### config.mk
export PLATFORM = sky130hd
export DESIGN_NAME = rsa_modexp_core_flat
export DESIGN_NICKNAME = d
export VERILOG_FILES = /design/src/rtl/rsa_modexp_core_if.sv /design/src/rtl/rsa_modexp_core.sv /design/src/flat_wrapper.sv
export SDC_FILE = /design/constraint.sdc
export NUM_CORES = 1
export LEC_CHECK = 0
export BUFFER_PORTS_ARGS = -buffer_cell sky130_fd_sc_hd__buf_2
export CELL_PAD_IN_SITES_DETAIL_PLACEMENT = 0
export CELL_PAD_IN_SITES_GLOBAL_PLACEMENT = 1
export CORE_UTILIZATION = 25
export CTS_CLUSTER_DIAMETER = 100
export DETAILED_ROUTE_END_ITERATION = 8
export PLACE_DENSITY = 0.54
export SYNTH_ARGS = -nofsm -noshare
export SYNTH_HDL_FRONTEND = slang
export SYNTH_SLANG_ARGS = --single-unit
### constraint.sdc
create_clock -name clk -period 6.5 [get_ports clk]
set_input_delay 1.3 -clock clk [delete_from_list [all_inputs] [get_ports clk]]
set_output_delay 1.3 -clock clk [all_outputs]
set_load 0.02 [all_outputs]
### src/rtl/rsa_modexp_core_if.sv
// Handshake and operand bundle for rsa_modexp_core; WordSize must match the core.
interface rsa_modexp_core_if #(
  parameter int WordSize = 8
);
  logic                start;
  logic [WordSize-1:0] base;
  logic [WordSize-1:0] exponent;
  logic [WordSize-1:0] modulus;
  logic                ready;
  logic                busy;
  logic                done;
  logic                err;
  logic [WordSize-1:0] result;

  modport master (
    output start, base, exponent, modulus,
    input  ready, busy, done, err, result
  );

  modport slave (
    input  start, base, exponent, modulus,
    output ready, busy, done, err, result
  );
endinterface

### src/rtl/rsa_modexp_core.sv
// Modular exponentiation (LSB-first square-and-multiply, shift-add modular multiplier).
// RSA_CONST_TIME_EN: run MUL on every exponent bit so latency is exponent-independent.
module rsa_modexp_core #(
  parameter int WordSize = 8
) (
  input logic              clk,
  input logic              reset,
  rsa_modexp_core_if.slave bus
);
  localparam int IW = $clog2(WordSize + 1);
  localparam logic [IW-1:0] IDX_END  = IW'(WordSize);
  localparam logic [IW-1:0] CNT_LAST = IW'(WordSize - 1);
  localparam logic [WordSize-1:0] ONE = WordSize'(1);

  // NEXT is not a register state: it is the branch taken on the last LOAD/MUL/SQR cycle.
  localparam logic [2:0] IDLE = 3'd0;
  localparam logic [2:0] LOAD = 3'd1;
  localparam logic [2:0] MUL  = 3'd2;
  localparam logic [2:0] SQR  = 3'd3;
  localparam logic [2:0] FIN  = 3'd4;

  logic [2:0]          state;
  logic [WordSize-1:0] b_q, e_q, m_q;
  logic [WordSize-1:0] acc, sq, p;
  logic [WordSize-1:0] result_q;
  logic [IW-1:0]       idx, cnt;
  logic                err_pend, err_q, done_q;

  logic [WordSize-1:0] mul_a;
  logic [WordSize:0]   m_ext, p_dbl, p_add;
  logic                mul_bit, last;
  logic [IW-1:0]       branch_idx;
  logic [2:0]          branch_state;
`ifdef RSA_CONST_TIME_EN
  logic                cur_bit;
`else
  logic                branch_bit;
`endif

  always_comb begin
    m_ext   = {1'b0, m_q};
    mul_a   = (state == MUL) ? acc : sq;
    mul_bit = |(mul_a & (ONE << (CNT_LAST - cnt)));
    last    = (cnt == CNT_LAST);
    p_dbl   = {p, 1'b0};
    if (p_dbl >= m_ext) p_dbl = p_dbl - m_ext;
    p_add = p_dbl;
    if (mul_bit) begin
      p_add = p_dbl + {1'b0, sq};
      if (p_add >= m_ext) p_add = p_add - m_ext;
    end
    branch_idx = (state == SQR) ? idx + 1'b1 : '0;
`ifdef RSA_CONST_TIME_EN
    cur_bit = |(e_q & (ONE << idx));
    branch_state = (branch_idx == IDX_END) ? FIN : MUL;
`else
    branch_bit = |(e_q & (ONE << branch_idx));
    if (branch_idx == IDX_END) branch_state = FIN;
    else if (branch_bit)       branch_state = MUL;
    else                       branch_state = SQR;
`endif
  end

  always_ff @(posedge clk or posedge reset) begin
    if (reset) begin
      state    <= IDLE;
      b_q      <= '0;
      e_q      <= '0;
      m_q      <= '0;
      acc      <= '0;
      sq       <= '0;
      p        <= '0;
      idx      <= '0;
      cnt      <= '0;
      err_pend <= 1'b0;
      err_q    <= 1'b0;
      done_q   <= 1'b0;
      result_q <= '0;
    end else begin
      done_q <= 1'b0;
      case (state)
        IDLE: begin
          // The done cycle already shows ready, but start is only taken one cycle later.
          if (bus.start && !done_q) begin
            b_q   <= bus.base;
            e_q   <= bus.exponent;
            m_q   <= bus.modulus;
            state <= LOAD;
          end
        end
        LOAD: begin
          p   <= '0;
          cnt <= '0;
          idx <= '0;
          if (m_q < WordSize'(2) || b_q >= m_q) begin
            err_pend <= 1'b1;
            state    <= FIN;
          end else begin
            err_pend <= 1'b0;
            acc      <= ONE;
            sq       <= b_q;
            state    <= branch_state;
          end
        end
        MUL, SQR: begin
          if (last) begin
            p   <= '0;
            cnt <= '0;
            if (state == MUL) begin
`ifdef RSA_CONST_TIME_EN
              if (cur_bit) acc <= p_add[WordSize-1:0];
`else
              acc <= p_add[WordSize-1:0];
`endif
              state <= SQR;
            end else begin
              sq    <= p_add[WordSize-1:0];
              idx   <= branch_idx;
              state <= branch_state;
            end
          end else begin
            p   <= p_add[WordSize-1:0];
            cnt <= cnt + 1'b1;
          end
        end
        FIN: begin
          result_q <= err_pend ? '0 : acc;
          err_q    <= err_pend;
          done_q   <= 1'b1;
          state    <= IDLE;
        end
        default: state <= IDLE;
      endcase
    end
  end

  assign bus.ready  = (state == IDLE);
  assign bus.busy   = (state != IDLE);
  assign bus.done   = done_q;
  assign bus.err    = err_q;
  assign bus.result = result_q;
endmodule

### src/flat_wrapper.sv
// flat-port wrapper written by rule: the top's interface ports become plain ports
module rsa_modexp_core_flat 
#(
  parameter int WordSize = 8
)
  (clk, reset, bus_start, bus_base, bus_exponent, bus_modulus, bus_ready, bus_busy, bus_done, bus_err, bus_result);
  rsa_modexp_core_if #(.WordSize(WordSize)) bus_i ();
  input logic clk;
  input logic reset;
  input wire logic [$bits(bus_i.start)-1:0] bus_start;
  input wire logic [$bits(bus_i.base)-1:0] bus_base;
  input wire logic [$bits(bus_i.exponent)-1:0] bus_exponent;
  input wire logic [$bits(bus_i.modulus)-1:0] bus_modulus;
  output wire logic [$bits(bus_i.ready)-1:0] bus_ready;
  output wire logic [$bits(bus_i.busy)-1:0] bus_busy;
  output wire logic [$bits(bus_i.done)-1:0] bus_done;
  output wire logic [$bits(bus_i.err)-1:0] bus_err;
  output wire logic [$bits(bus_i.result)-1:0] bus_result;
  assign bus_i.start = bus_start;
  assign bus_i.base = bus_base;
  assign bus_i.exponent = bus_exponent;
  assign bus_i.modulus = bus_modulus;
  assign bus_ready = bus_i.ready;
  assign bus_busy = bus_i.busy;
  assign bus_done = bus_i.done;
  assign bus_err = bus_i.err;
  assign bus_result = bus_i.result;
  rsa_modexp_core #(.WordSize(WordSize)) u_core (.clk(clk), .reset(reset), .bus(bus_i));
endmodule
==> run summary <==
synthesized instance count -> 514
YS warnings -> 0
Avg Synthesized Cell Area -> 9.330 sq um
final design area excluding fillers -> 5503 sq um
Final Wtd Congestion -> 0.8232
setup_tns -> 0 ns
CTS Buf Count -> 9
WL/cell -> 17.22 um
clk_skew -> 0.008305 ns
syn nets -> 584
maxcap violations -> 0
FF+latch count, synth -> 70
Hold Path Stages -> 2
post_cts resized -> 0
core area -> 18770 sq um
Vias per Instance -> 4.963
R2R Path End -> u_core.sq[2]
largest net degree at the start of global routing -> 71
Hold Path End -> u_core.bus.result[5]
postcts setup bufs -> 0
worst hold margin -> 0.4708 ns
leading cell type in the layout, fill and taps excluded -> dfrtp_1
Rows -> 50
CTS Buffer Depth -> 2
reg-to-reg setup timing slack -> 0.62 ns
GRT overflow -> 0
1st-pass router iterations -> 5
Final WS setup -> 0.6237 ns
Worst-Margin Slew -> 0.9134 ns
worst r2r src -> u_core.m_q[1]
die area -> 19740 sq um
relative slew slack -> 39.10%
Startpoint Class -> flip-flop
Final period util -> 90.40%
vias in the first global route -> 3831
RSZ-0062 raised after global routing -> false
Final Hold Viols -> 0
DR vias -> 3891
Hold WC Path Type -> flip-flop to flip-flop
antenna violations before repair -> 0
pre-CTS WS -> 0.6811 ns
post-synth top area share -> 36.52%
diode count -> 0
Layout Nets -> 618
layout cells sized above 1 -> 19.09%
Area Overhead vs Synth -> 14.74%
Final Routed Wirelength -> 13500 um
Worst Path Arrival -> 6.05 ns
Post-Syn Area -> 4796 sq um
CTS hold repair buffers -> 0
Die Ht -> 140.5 um
global-route wire length before repair -> 21600 um
WP data required -> 6.67 ns
H-tree levels -> 3
Setup violations, final -> 0
Total GRT Usage -> 14.42%
Clock Latency Late Sink -> 0.33 ns
Placed Area -> 5239 sq um
CTS tree -> built
Hold Startpoint -> u_core.bus.result[5]
Slew Limit Fails -> 0
DRC viols -> 0
Clock Pin Slew Worst Setup and Hold Paths -> 0.06 ns
Reg2Reg Depth -> 20
FFs w/ async S/R, synth -> 100.0%
number of synthesized flops with an enable pin -> 0
Yosys cell types -> 68
FF/Latch Area -> 1752 sq um
most frequent cells in the layout -> dfrtp_1, nand2_1, ha_1, o21ai_0, buf_2
DRT antenna net count -> 0
Multi-input gate area -> 2846 sq um
Max FO, Critical Path -> 9
outcome -> complete, no violations
IO buf count -> 38
Final min period -> 5.876 ns
f_max -> 170.2 MHz
area leader, netlist -> dfrtp_1
HPWL reported at the end of detailed placement -> 10510 um
Synth area leaders -> dfrtp_1, ha_1, mux2_2
die width -> 140.5 um
Critical Path End Type -> flip-flop
CTS Sinks -> 70
WS Path Type -> flip-flop to flip-flop
num ports -> 39
Root Driver -> clkbuf_16
Filler cells -> 1984
sequential share of the synthesized area -> 36.52%
Main synth FF type -> dfrtp_1
initial detailed-routing violation count -> 210
Initial Util -> 25.55%
==> final cells by class <==
class                      count  area share (%)
tap                          234           5.321
clock inverter                 1          0.1364
timing repair buffer          42           4.002
clock buffer                  12           4.661
multi-input combinational    391           51.73
inverter                      34           2.319
sequential                    70           31.83
==> synth_stat cells, types with 4 or more instances <==
library cell,count
dfrtp_1,70
and3_1,5
clkbuf_1,14
a222oi_1,4
nand3_1,9
o31ai_1,7
mux2_2,28
nand2_1,62
a21oi_1,22
a31oi_1,10
a21o_1,6
inv_1,33
nand2b_1,17
xnor2_1,13
ha_1,40
nor2b_1,7
and2_1,4
o211ai_1,7
mux2i_1,9
or2_2,4
nor3_1,11
o21ai_0,39
nor2_1,25
xor2_1,4
o21a_1,4
==> worst max path at each step <==
stage	slack, ns	start	endpoint
finish	0.62	u_core.m_q[1]	u_core.sq[2]
global route	0.11	u_core.m_q[1]	u_core.acc[2]
CTS	0.66	u_core.m_q[1]	u_core.sq[2]
detailed placement	0.68	u_core.m_q[1]	u_core.sq[2]
global placement	0.75	u_core.m_q[1]	u_core.sq[7]
floorplan	1.63	u_core.m_q[1]	u_core.sq[7]
==> state kept, by name (all words and copies together) (netlist names), 4 cells and up <==
name and flops:
u_core.acc 8, u_core.b_q 8, u_core.bus.result 8, u_core.cnt 4
u_core.e_q 8, u_core.idx 4, u_core.m_q 8, u_core.p 8
u_core.sq 8
==> per-layer routing <==
| metal | vias to the layer above | global-route usage [%] | wire, um | part of all wire, % |
|---|---|---|---|---|
| met5 | - | 0 | 0 | 0 |
| met4 | 0 | 3.890 | 118 | 0.87 |
| met3 | 4 | 2.940 | 447 | 3.3 |
| met2 | 75 | 21.92 | 6091 | 45 |
| met1 | 1898 | 20.62 | 6842 | 51 |
| li1 | 1914 | - | - | - |
==> cell families (layout without fill, tap and decap cells) <==
| logic type | after synthesis | after routing | share of synthesized area (%) |
|---|---|---|---|
| buffers and inverters | 53 | 89 | 4.279 |
| XOR/XNOR | 18 | 18 | 3.444 |
| adder cells (fa/ha/maj) | 43 | 43 | 11.69 |
| AND/OR/NAND/NOR | 153 | 153 | 15.13 |
| AO/OA/AOI/OAI | 139 | 139 | 20.01 |
| flip-flops | 70 | 70 | 36.52 |
| multiplexers | 38 | 38 | 8.923 |
==> critical path, cell delays in order, from the launching register on <==
cell	delay [ns]
dfrtp_1	0.42
inv_1	0.16
ha_1	0.27
ha_1	0.19
a32oi_1	0.29
a211oi_4	0.13
nor2_2	0.36
mux2_2	0.29
inv_1	0.07
fa_1	0.42
nand2b_1	0.17
a21oi_1	0.25
nor2_1	0.10
xnor2_1	0.25
ha_1	0.34
a21o_1	0.19
a21oi_1	0.18
a21boi_1	0.49
a21oi_1	0.19
o311ai_0	0.79
a31oi_1	0.16
==> metrics by stage <==
step,instances,util [%]
2_1_floorplan,514,-
3_3_place_gp,771,27.91
3_5_place_dp,771,27.91
4_1_cts,784,29.32
5_1_grt,784,29.32
6_report,784,29.32
Power is not shown: default switching activity piles up to over one toggle a cycle in this logic, so the estimate is an artifact.
